## src/rtl/stream_fifo_if.sv

```systemverilog
// Valid/ready stream bundle. The master drives vld/data and the slave drives rdy.
interface stream_fifo_if #(
  parameter int DW = 32
);
  logic          vld;
  logic          rdy;
  logic [DW-1:0] data;

  modport master (output vld, output data, input rdy);
  modport slave  (input vld, input data, output rdy);
endinterface

```

## src/rtl/stream_fifo.sv

```systemverilog
// First-word-fall-through valid/ready FIFO with synchronous flush, for decoupling
// a producer from a downstream pipeline stage.
module stream_fifo #(
  parameter int DW    = 32,
  parameter int DEPTH = 4,
  localparam int AW   = $clog2(DEPTH)
) (
  input  logic          clk,
  input  logic          rst,
  input  logic          flush,
  stream_fifo_if.slave  src,
  stream_fifo_if.master dst,
  output logic [AW:0]   count
);

  if (DEPTH < 2 || (DEPTH & (DEPTH - 1)) != 0) begin : g_bad_depth
    $error("stream_fifo: DEPTH must be a power of two and at least 2");
  end

  localparam logic [AW:0] PTR_ONE = {{AW{1'b0}}, 1'b1};

  logic [DW-1:0] mem [DEPTH];
  logic [AW:0]   wr_ptr;
  logic [AW:0]   rd_ptr;
  logic          empty;
  logic          full;
  logic          push;
  logic          pop;

  // The extra MSB on each pointer separates full from empty when the index bits match.
  assign empty = (wr_ptr == rd_ptr);
  assign full  = (wr_ptr[AW-1:0] == rd_ptr[AW-1:0]) && (wr_ptr[AW] != rd_ptr[AW]);

  assign src.rdy  = ~full & ~flush;
  assign dst.vld  = ~empty & ~flush;
  assign push     = src.vld & src.rdy;
  assign pop      = dst.vld & dst.rdy;
  assign dst.data = mem[rd_ptr[AW-1:0]];
  assign count    = wr_ptr - rd_ptr;

  always_ff @(posedge clk) begin
    if (rst) begin
      wr_ptr <= '0;
      rd_ptr <= '0;
    end else if (flush) begin
      wr_ptr <= '0;
      rd_ptr <= '0;
    end else begin
      if (push) wr_ptr <= wr_ptr + PTR_ONE;
      if (pop)  rd_ptr <= rd_ptr + PTR_ONE;
    end
  end

  // Storage is deliberately not reset; the pointers alone decide what is valid.
  always_ff @(posedge clk) begin
    if (push && !rst) mem[wr_ptr[AW-1:0]] <= src.data;
  end

endmodule

```

## src/flat_wrapper.sv

```systemverilog
// flat-port wrapper written by rule: the top's interface ports become plain ports
module stream_fifo_flat 
#(
  parameter int DW    = 32,
  parameter int DEPTH = 4,
  localparam int AW   = $clog2(DEPTH)
)
  (clk, rst, flush, count, src_vld, src_data, src_rdy, dst_vld, dst_data, dst_rdy);
  stream_fifo_if #(.DW(DW)) src_i ();
  stream_fifo_if #(.DW(DW)) dst_i ();
  input  logic clk;
  input  logic rst;
  input  logic flush;
  output logic [AW:0] count;
  input wire logic [$bits(src_i.vld)-1:0] src_vld;
  input wire logic [$bits(src_i.data)-1:0] src_data;
  output wire logic [$bits(src_i.rdy)-1:0] src_rdy;
  output wire logic [$bits(dst_i.vld)-1:0] dst_vld;
  output wire logic [$bits(dst_i.data)-1:0] dst_data;
  input wire logic [$bits(dst_i.rdy)-1:0] dst_rdy;
  assign src_i.vld = src_vld;
  assign src_i.data = src_data;
  assign src_rdy = src_i.rdy;
  assign dst_vld = dst_i.vld;
  assign dst_data = dst_i.data;
  assign dst_i.rdy = dst_rdy;
  stream_fifo #(.DW(DW), .DEPTH(DEPTH)) u_core (.clk(clk), .rst(rst), .flush(flush), .src(src_i), .dst(dst_i), .count(count));
endmodule
```

## config.mk

```make
export PLATFORM = sky130hd
export DESIGN_NAME = stream_fifo_flat
export DESIGN_NICKNAME = d
export VERILOG_FILES = /design/src/rtl/stream_fifo_if.sv /design/src/rtl/stream_fifo.sv /design/src/flat_wrapper.sv
export SDC_FILE = /design/constraint.sdc
export NUM_CORES = 1
export LEC_CHECK = 0
export BUFFER_PORTS_ARGS = -buffer_cell sky130_fd_sc_hd__buf_4
export CORE_AREA = 4 4 134 136
export CTS_CLUSTER_DIAMETER = 150
export DETAILED_ROUTE_END_ITERATION = 8
export DIE_AREA = 0 0 138 140
export PLACE_DENSITY = 0.5
export SYNTH_ARGS = -nofsm -noshare
export SYNTH_HDL_FRONTEND = slang
export SYNTH_SLANG_ARGS = --single-unit
```

## constraint.sdc

```tcl
create_clock -name clk -period 4.3 [get_ports clk]
set_clock_uncertainty 0.2 [all_clocks]
set_input_delay 0 -clock clk [delete_from_list [all_inputs] [get_ports clk]]
set_output_delay 0 -clock clk [all_outputs]
set_load 0.01 [all_outputs]
```

==> results.md, run 1 <==
* Outcome: finished clean
* Reg2reg end: u_core.mem[1][2]
* Num CTS Buffers at 17
* Critical Path Start Type: flip-flop
* DRT Wirelength at 9760 um
* Final setup fails at 0
* Critical Path Most Common Cell: buf_4
* # H-tree levels at 4
* FF+latch count, synth at 136
* Yosys cell types at 22
* Int Pwr at 2480 uW
* Clk_lat worst skew at 0.41 ns
* RSZ-0062 raised after global routing: no
* Routed Antenna Nets at 0
* Port-buffer cells at 73
* Final hold violations at 0
* HPWL Detailed at 5930 um
* Mean Syn Cell Area at 23.0 um^2
* Layout cells sized above 1 at 39.7%
* Crit path capture type: output pin
* First-pass GRT wire length at 15,600 um
* Synthesis Warnings at 0
* MaxCap Viol Count at 0
* Tightest Pin Transition at 0.929 ns
* Worst R2R Path Depth at 6
* Switch Pwr at 540 uW
* Tot GR Track Use at 10.8%
* Crit path required time at 4.10 ns
* Critical Path Fanout Max at 20
* GRT busiest layer: met2
* CTS tree: yes
* Synth Cell Area at 0.00515 mm^2
* M3 GR Usage at 3.82%
* Final Critical Period at 2.60 ns
* R2r startpoint: u_core.wr_ptr[0]
* Switch share at 17.9%
* Max Slew Vio Count at 0
* Num ports at 74
* Die Area at 0.0193 mm^2
* Synthesized net count at 269
* CTS sink cnt at 136
* Flop pwr share at 48.5%
* Hold slack at 0.135 ns
* Capture point of the worst path: dst_data[19]
* Setup TNS at 0 ns
* Antenna cells at 0
* Commonest non-fill, non-tap cell in the layout: edfxtp_1
* Core area at 0.0169 mm^2
* Largest net degree at the start of global routing at 33
* Max-slew headroom at 38.1%
* Final GP Congestion at 0.685
* Clock transition at path regs at 0.05 ns
* Initial antenna violation count at 0
* Critical path class: flip-flop to output pin
* Clk pwr share at 47.5%
* DR pass1 iterations at 4
* Post-synthesis sequential area ratio at 77.7%
* Combinational Power Share at 4.0%
* Iter 0 DRT Violations at 99
* Starting Density at 30.4%
* Critical Path, Cell by Cell: buf_4 > mux4_2 > buf_4
* CP peak stage delay at 0.81 ns
* Via density per instance at 4.43
* F_max at 0.385 GHz
* Via Count at 2,602
* R2R setup slack at 1.83 ns
* Max clock buf depth at 2
* HP Class: input port to flip-flop
* Die span in x at 138 um
* Wire length per cell at 16.6 um
* Cell Pwr Density at 434 mW/mm^2
* Slowest CP cell: dfxtp_2
* Area grow syn2layout at 35.2%
* Chip Height at 140 um
* Residual DRC count at 0
* Hold_sp: src_data[20]
* Remaining Overflow, GRT at 0
* # rows at 48
* Clock root buffer: clkbuf_16
* M1 GR Usage at 13.3%
* Nets@finish at 397
* Vias in the first global route at 2,805
* Postcts setup bufs at 0
* Peak VDD IR at 0.262 mV
* PostCTS Resize Cnt at 0
* Data arrival, critical path at 2.40 ns
* Period utilisation layout at 60.4%
* LEAKAGE at 0.00240 uW
* Met2 GRT Util at 17.3%
* Synth Instances at 224
* Power Total at 3020 uW
* Worst hold path depth at 2
* Most frequent cells in the layout: edfxtp_1 (128), buf_4 (78), dlygate4sd3_1 (39)
-- worst max-delay path: cells and delay by family, from the launching register on --
kind	cells	cell delay [ns]
buffers and inverters	2	0.58
DFF	1	0.81
muxes	1	0.59
-- power by group through the flow --
stage | combinational [uW] | clock, uW | sequential, uW
floorplan | 32.2 | 0 | 1490
global placement | 94.3 | 0 | 1490
detailed placement | 96.9 | 0 | 1490
CTS | 124 | 1470 | 1460
global route | 132 | 1540 | 1460
finish | 121 | 1440 | 1460
-- state kept, by name, indices dropped and copies added, names as in the netlist, named ones only --
signal	cells
u_core.rd_ptr	3
u_core.mem	128
u_core.wr_ptr	3
-- worst min path at each step --
stage	end	slack (ns)
floorplan	dst_vld	-0.16
global placement	u_core.mem[2][25]	0.003
detailed placement	u_core.mem[2][9]	0.008
CTS	u_core.mem[2][21]	0.12
global route	u_core.mem[2][6]	0.12
finish	u_core.mem[2][20]	0.13
-- synth_stat cells --
master,n,share of area [%]
xor2_1,1,0.17
mux4_2,32,14
nand2_1,10,0.73
fa_1,1,0.39
buf_2,3,0.29
nor2_1,1,0.073
or3_2,1,0.15
inv_1,6,0.44
buf_1,1,0.073
dfxtp_1,8,3.1
xnor2_1,2,0.34
clkbuf_1,1,0.073
o2111ai_1,2,0.34
a31oi_1,2,0.24
mux2i_1,7,1.4
buf_6,3,0.66
edfxtp_1,128,75
o211a_1,1,0.19
ha_1,7,1.7
o211ai_2,1,0.24
or3_1,2,0.24
nor3b_1,4,0.58
-- what timing repair did --
item	CTS	global route
endpoints found under the hold margin	136	0
hold buffers	39	0
setup endpoints to repair	0	0
-- through the flow --
stage          setup slack [ns]  area (um^2)  std cells  utilization, %
6_report                   1.70         6960        588            41.1
5_1_grt                    1.48         6960        588            41.1
4_1_cts                    1.57         6960        588            41.1
3_3_place_gp               1.87         5980        519            35.3
3_5_place_dp               1.81         5980        519            35.3
2_1_floorplan             0.140         5150        224               -
-- metal layers --
layer  part of all wire [%]  vias up
met4                    1.9        0
met2                     50       60
li1                       -     1185
met1                     44     1341
met5                      0        -
met3                    4.4       16
-- cell type report --
type | instances | area, um^2
fillers | 1547 | 9970
flip-flops and latches | 136 | 4010
multi-input cells | 74 | 1090
repair buffers | 117 | 976
clock buffers | 18 | 429
well taps | 225 | 282
clock inverters | 12 | 159
inverters | 6 | 22.5
-- cell families after synthesis --
family          after synthesis  share of synthesized area, %
simple gates                 18                          1.77
mux                          39                          15.4
xor+xnor                      3                         0.510
buf+inv                      14                          1.53
compound gates                6                          1.02
flops                       136                          77.7
fa+ha+maj                     8                          2.09
Note: power is estimated with default switching activity, not from simulation.
==> inputs of run 2 (changes only) <==
ABC_AREA = 1   (was unset)
CORE_AREA = 4 4 136 138   (was 4 4 134 136)
DIE_AREA = 0 0 140 142   (was 0 0 138 140)
PLACE_DENSITY = 0.48   (was 0.5)
clock period = 2.5 ns   (was 4.3 ns; I/O delays follow)
==> run 2 against run 1 <==
- combinational power increased by 130%
- largest power group unchanged
- final area increased by 1.7%
- sequential cell count unchanged
- die area increased by 2.9%
- via count increased by 31%
- critical path type unchanged
- wire length increased by 19%
==> results.md, run 2 <==
* Crit path capture type: output pin
* CTS sink cnt at 136 (unchanged)
* Via Count at 3,406 (+31%)
* Data arrival, critical path at 2.11 ns (-0.29 ns)
* GRT busiest layer: met2
* Outcome: finished clean
* Residual DRC count at 0 (unchanged)
* Mean Syn Cell Area at 13.8 um^2 (-40%)
* Synthesized net count at 428 (+59%)
* Final Critical Period at 2.31 ns
* Tot GR Track Use at 12.1% (+1.3 points)
* First-pass GRT wire length at 18,600 um (+19%)
* Yosys cell types at 27 (+23%)
* Critical Path Start Type: flip-flop
* R2r startpoint: u_core.wr_ptr[0]
* Max clock buf depth at 2 (unchanged)
* Fraction of registers with async set/reset at 0% (unchanged)
* Final hold violations at 0 (unchanged)
* Synth Instances at 383 (+71%)
* Crit path required time at 2.30 ns (-1.80 ns)
* M3 GR Usage at 3.73% (-0.094 points)
* Inst Count DP at 672 (+29%)
* FF+latch count, synth at 136 (unchanged)
* Most frequent cells in the layout: edfxtp_1 (128), buf_4 (81), nor2_1 (73)
* # H-tree levels at 4 (unchanged)
* Max Slew Vio Count at 0 (unchanged)
* Top_reg_cell synth: edfxtp_1
* Die span in x at 140 um (+1.4%)
* Via density per instance at 4.60 (+3.9%)
* # rows at 48 (unchanged)
* Peak VDD IR at 0.582 mV (+120%)
* Setup TNS at 0 ns (unchanged)
* LEAKAGE at 0.00254 uW (+5.7%)
* Layout cells sized above 1 at 25.4% (-14 points)
* Chip Height at 142 um (+1.4%)
* Max FFs per register at 128 (unchanged)
* Iter 0 DRT Violations at 173 (+75%)
* DRT Wirelength at 11,600 um (+19%)
* DR pass1 iterations at 4 (unchanged)
* HPWL Detailed at 7180 um (+21%)
* Routed Antenna Nets at 0 (unchanged)
* Worst hold path depth at 2 (unchanged)
* Remaining Overflow, GRT at 0 (unchanged)
* Clock root buffer: clkbuf_16
* Num CTS Buffers at 17 (unchanged)
* Critical Path Most Common Cell: buf_4
* CP Depth at 4 (+1)
* MaxCap Viol Count at 0 (unchanged)
* Delay-heaviest family, CP: buffers and inverters
* M1 GR Usage at 15.6% (+2.3 points)
* Post-synthesis sequential area ratio at 75.9% (-1.8 points)
* RSZ-0062 raised after global routing: no
* Synth top area share at 72.9% (-1.7 points)
* CTS tree: yes
* Met2 GRT Util at 19.6% (+2.4 points)
* Clk_lat worst skew at 0.40 ns (about the same)
* Num ports at 74 (unchanged)
* F_max at 0.432 GHz
* Critical Path, Cell by Cell: buf_4 > o21ai_0 > o22ai_1 > buf_4
* Cell Count, Final, Fillers Out at 741 (+26%)
* Clock transition at path regs at 0.05 ns (about the same)
* CP Buf/Inv Count at 2 (unchanged)
* Wire length per cell at 15.7 um (-5.5%)
* Starting Density at 30.7% (+0.29 points)
* PostCTS Resize Cnt at 0 (unchanged)
* Commonest cells post-synth: edfxtp_1 (128), nor2_1 (73), o21ai_0 (61), o22ai_1 (32), nand2_1 (17)
* CP peak stage delay at 0.57 ns (-0.24 ns)
* Port-buffer cells at 73 (unchanged)
* Largest net degree at the start of global routing at 65 (+97%)
* Synthesis Warnings at 0 (unchanged)
* Synth top area cells: edfxtp_1 (73%), o21ai_0 (5.8%), nor2_1 (5.2%)
* Vias in the first global route at 3,427 (+22%)
* Post-synth top area cell: edfxtp_1
* Power Total at 4910 uW (+62%)
* Max-slew headroom at 58.0% (+20 points)
* Most frequent cell after synthesis: edfxtp_1
* Critical path class: flip-flop to output pin
* Util after Layout at 41.2% (+0.11 points)
* Cell Pwr Density at 693 mW/mm^2 (+60%)
* Synth Cell Area at 0.00527 mm^2 (+2.4%)
* EDFF count, synth at 128 (unchanged)
* Final GP Congestion at 0.774 (+13%)
* HP Class: input port to flip-flop
* Die Area at 0.0199 mm^2 (+2.9%)
* Nets@finish at 549 (+38%)
* Worst R2R Path Depth at 10 (+4)
* Period utilisation layout at 92.5%
* Final setup fails at 0 (unchanged)
* Core area at 0.0172 mm^2 (+1.4%)
* Slowest CP cell: dfxtp_2
* Antenna cells at 0 (unchanged)
* Tightest Pin Transition at 0.630 ns (-0.299 ns)
* Area grow syn2layout at 34.3%
* Initial antenna violation count at 0 (unchanged)
* Critical Path Fanout Max at 44 (+120%)
* Hold_sp: src_data[7]
* Commonest non-fill, non-tap cell in the layout: edfxtp_1
==> run 2: logic make-up (layout without fill, tap and decap cells) <==
logic type                 Yosys count  after routing  synth area share [%]
DFF                                136            136                  75.9
xor gates and xnor gates             1              1                 0.166
and+or+nand+nor                    105            105                  8.90
buffers and inverters               34            167                  2.80
AOI/OAI and AO/OA                   99             99                  10.2
adders and majority gates            8              8                  2.04
==> run 2: where the power goes <==
part           total, uW  internal [uW]  switching (uW)
Clock               2110           1240             866
Sequential          2520           2520            8.08
Combinational        273            139             134
==> run 2: metal layers <==
| layer | wire [um] | vias up |
|---|---|---|
| li1 | - | 1657 |
| met1 | 5320 | 1668 |
| met2 | 5660 | 66 |
| met3 | 457 | 15 |
| met4 | 180 | 0 |
| met5 | 0 | - |
==> run 2: cell type report <==
class,count,area [um^2]
fillers,1652,10100
flip-flops and latches,136,4010
multi-input cells,213,1200
repair buffers,121,1030
clock buffers,21,440
well taps,225,282
inverters,15,58.8
clock inverters,10,57.6
==> run 2: path summary, 6_finish.rpt <==
kind                                    endpoint  slack [ns]
worst max-delay path                dst_data[18]        0.19
worst min-delay path            u_core.mem[0][7]        0.14
worst max register to register  u_core.wr_ptr[1]        0.33
worst min register to register  u_core.wr_ptr[2]        0.32
==> run 2: repair_timing <==
item	CTS	global route
setup buffers	0	0
hold endpoints to repair	168	0
hold buffers	38	0
==> run 2: metrics by stage <==
step                      setup WS (ns)  instance area [um^2]  hold WS (ns)
after floorplan                 0.00707                  5360        -0.156
after global placement            0.397                  6200       0.00532
after detailed placement          0.376                  6200       0.00423
after CTS                         0.133                  7080         0.118
after global routing             0.0183                  7080         0.130
final                             0.188                  7080         0.141
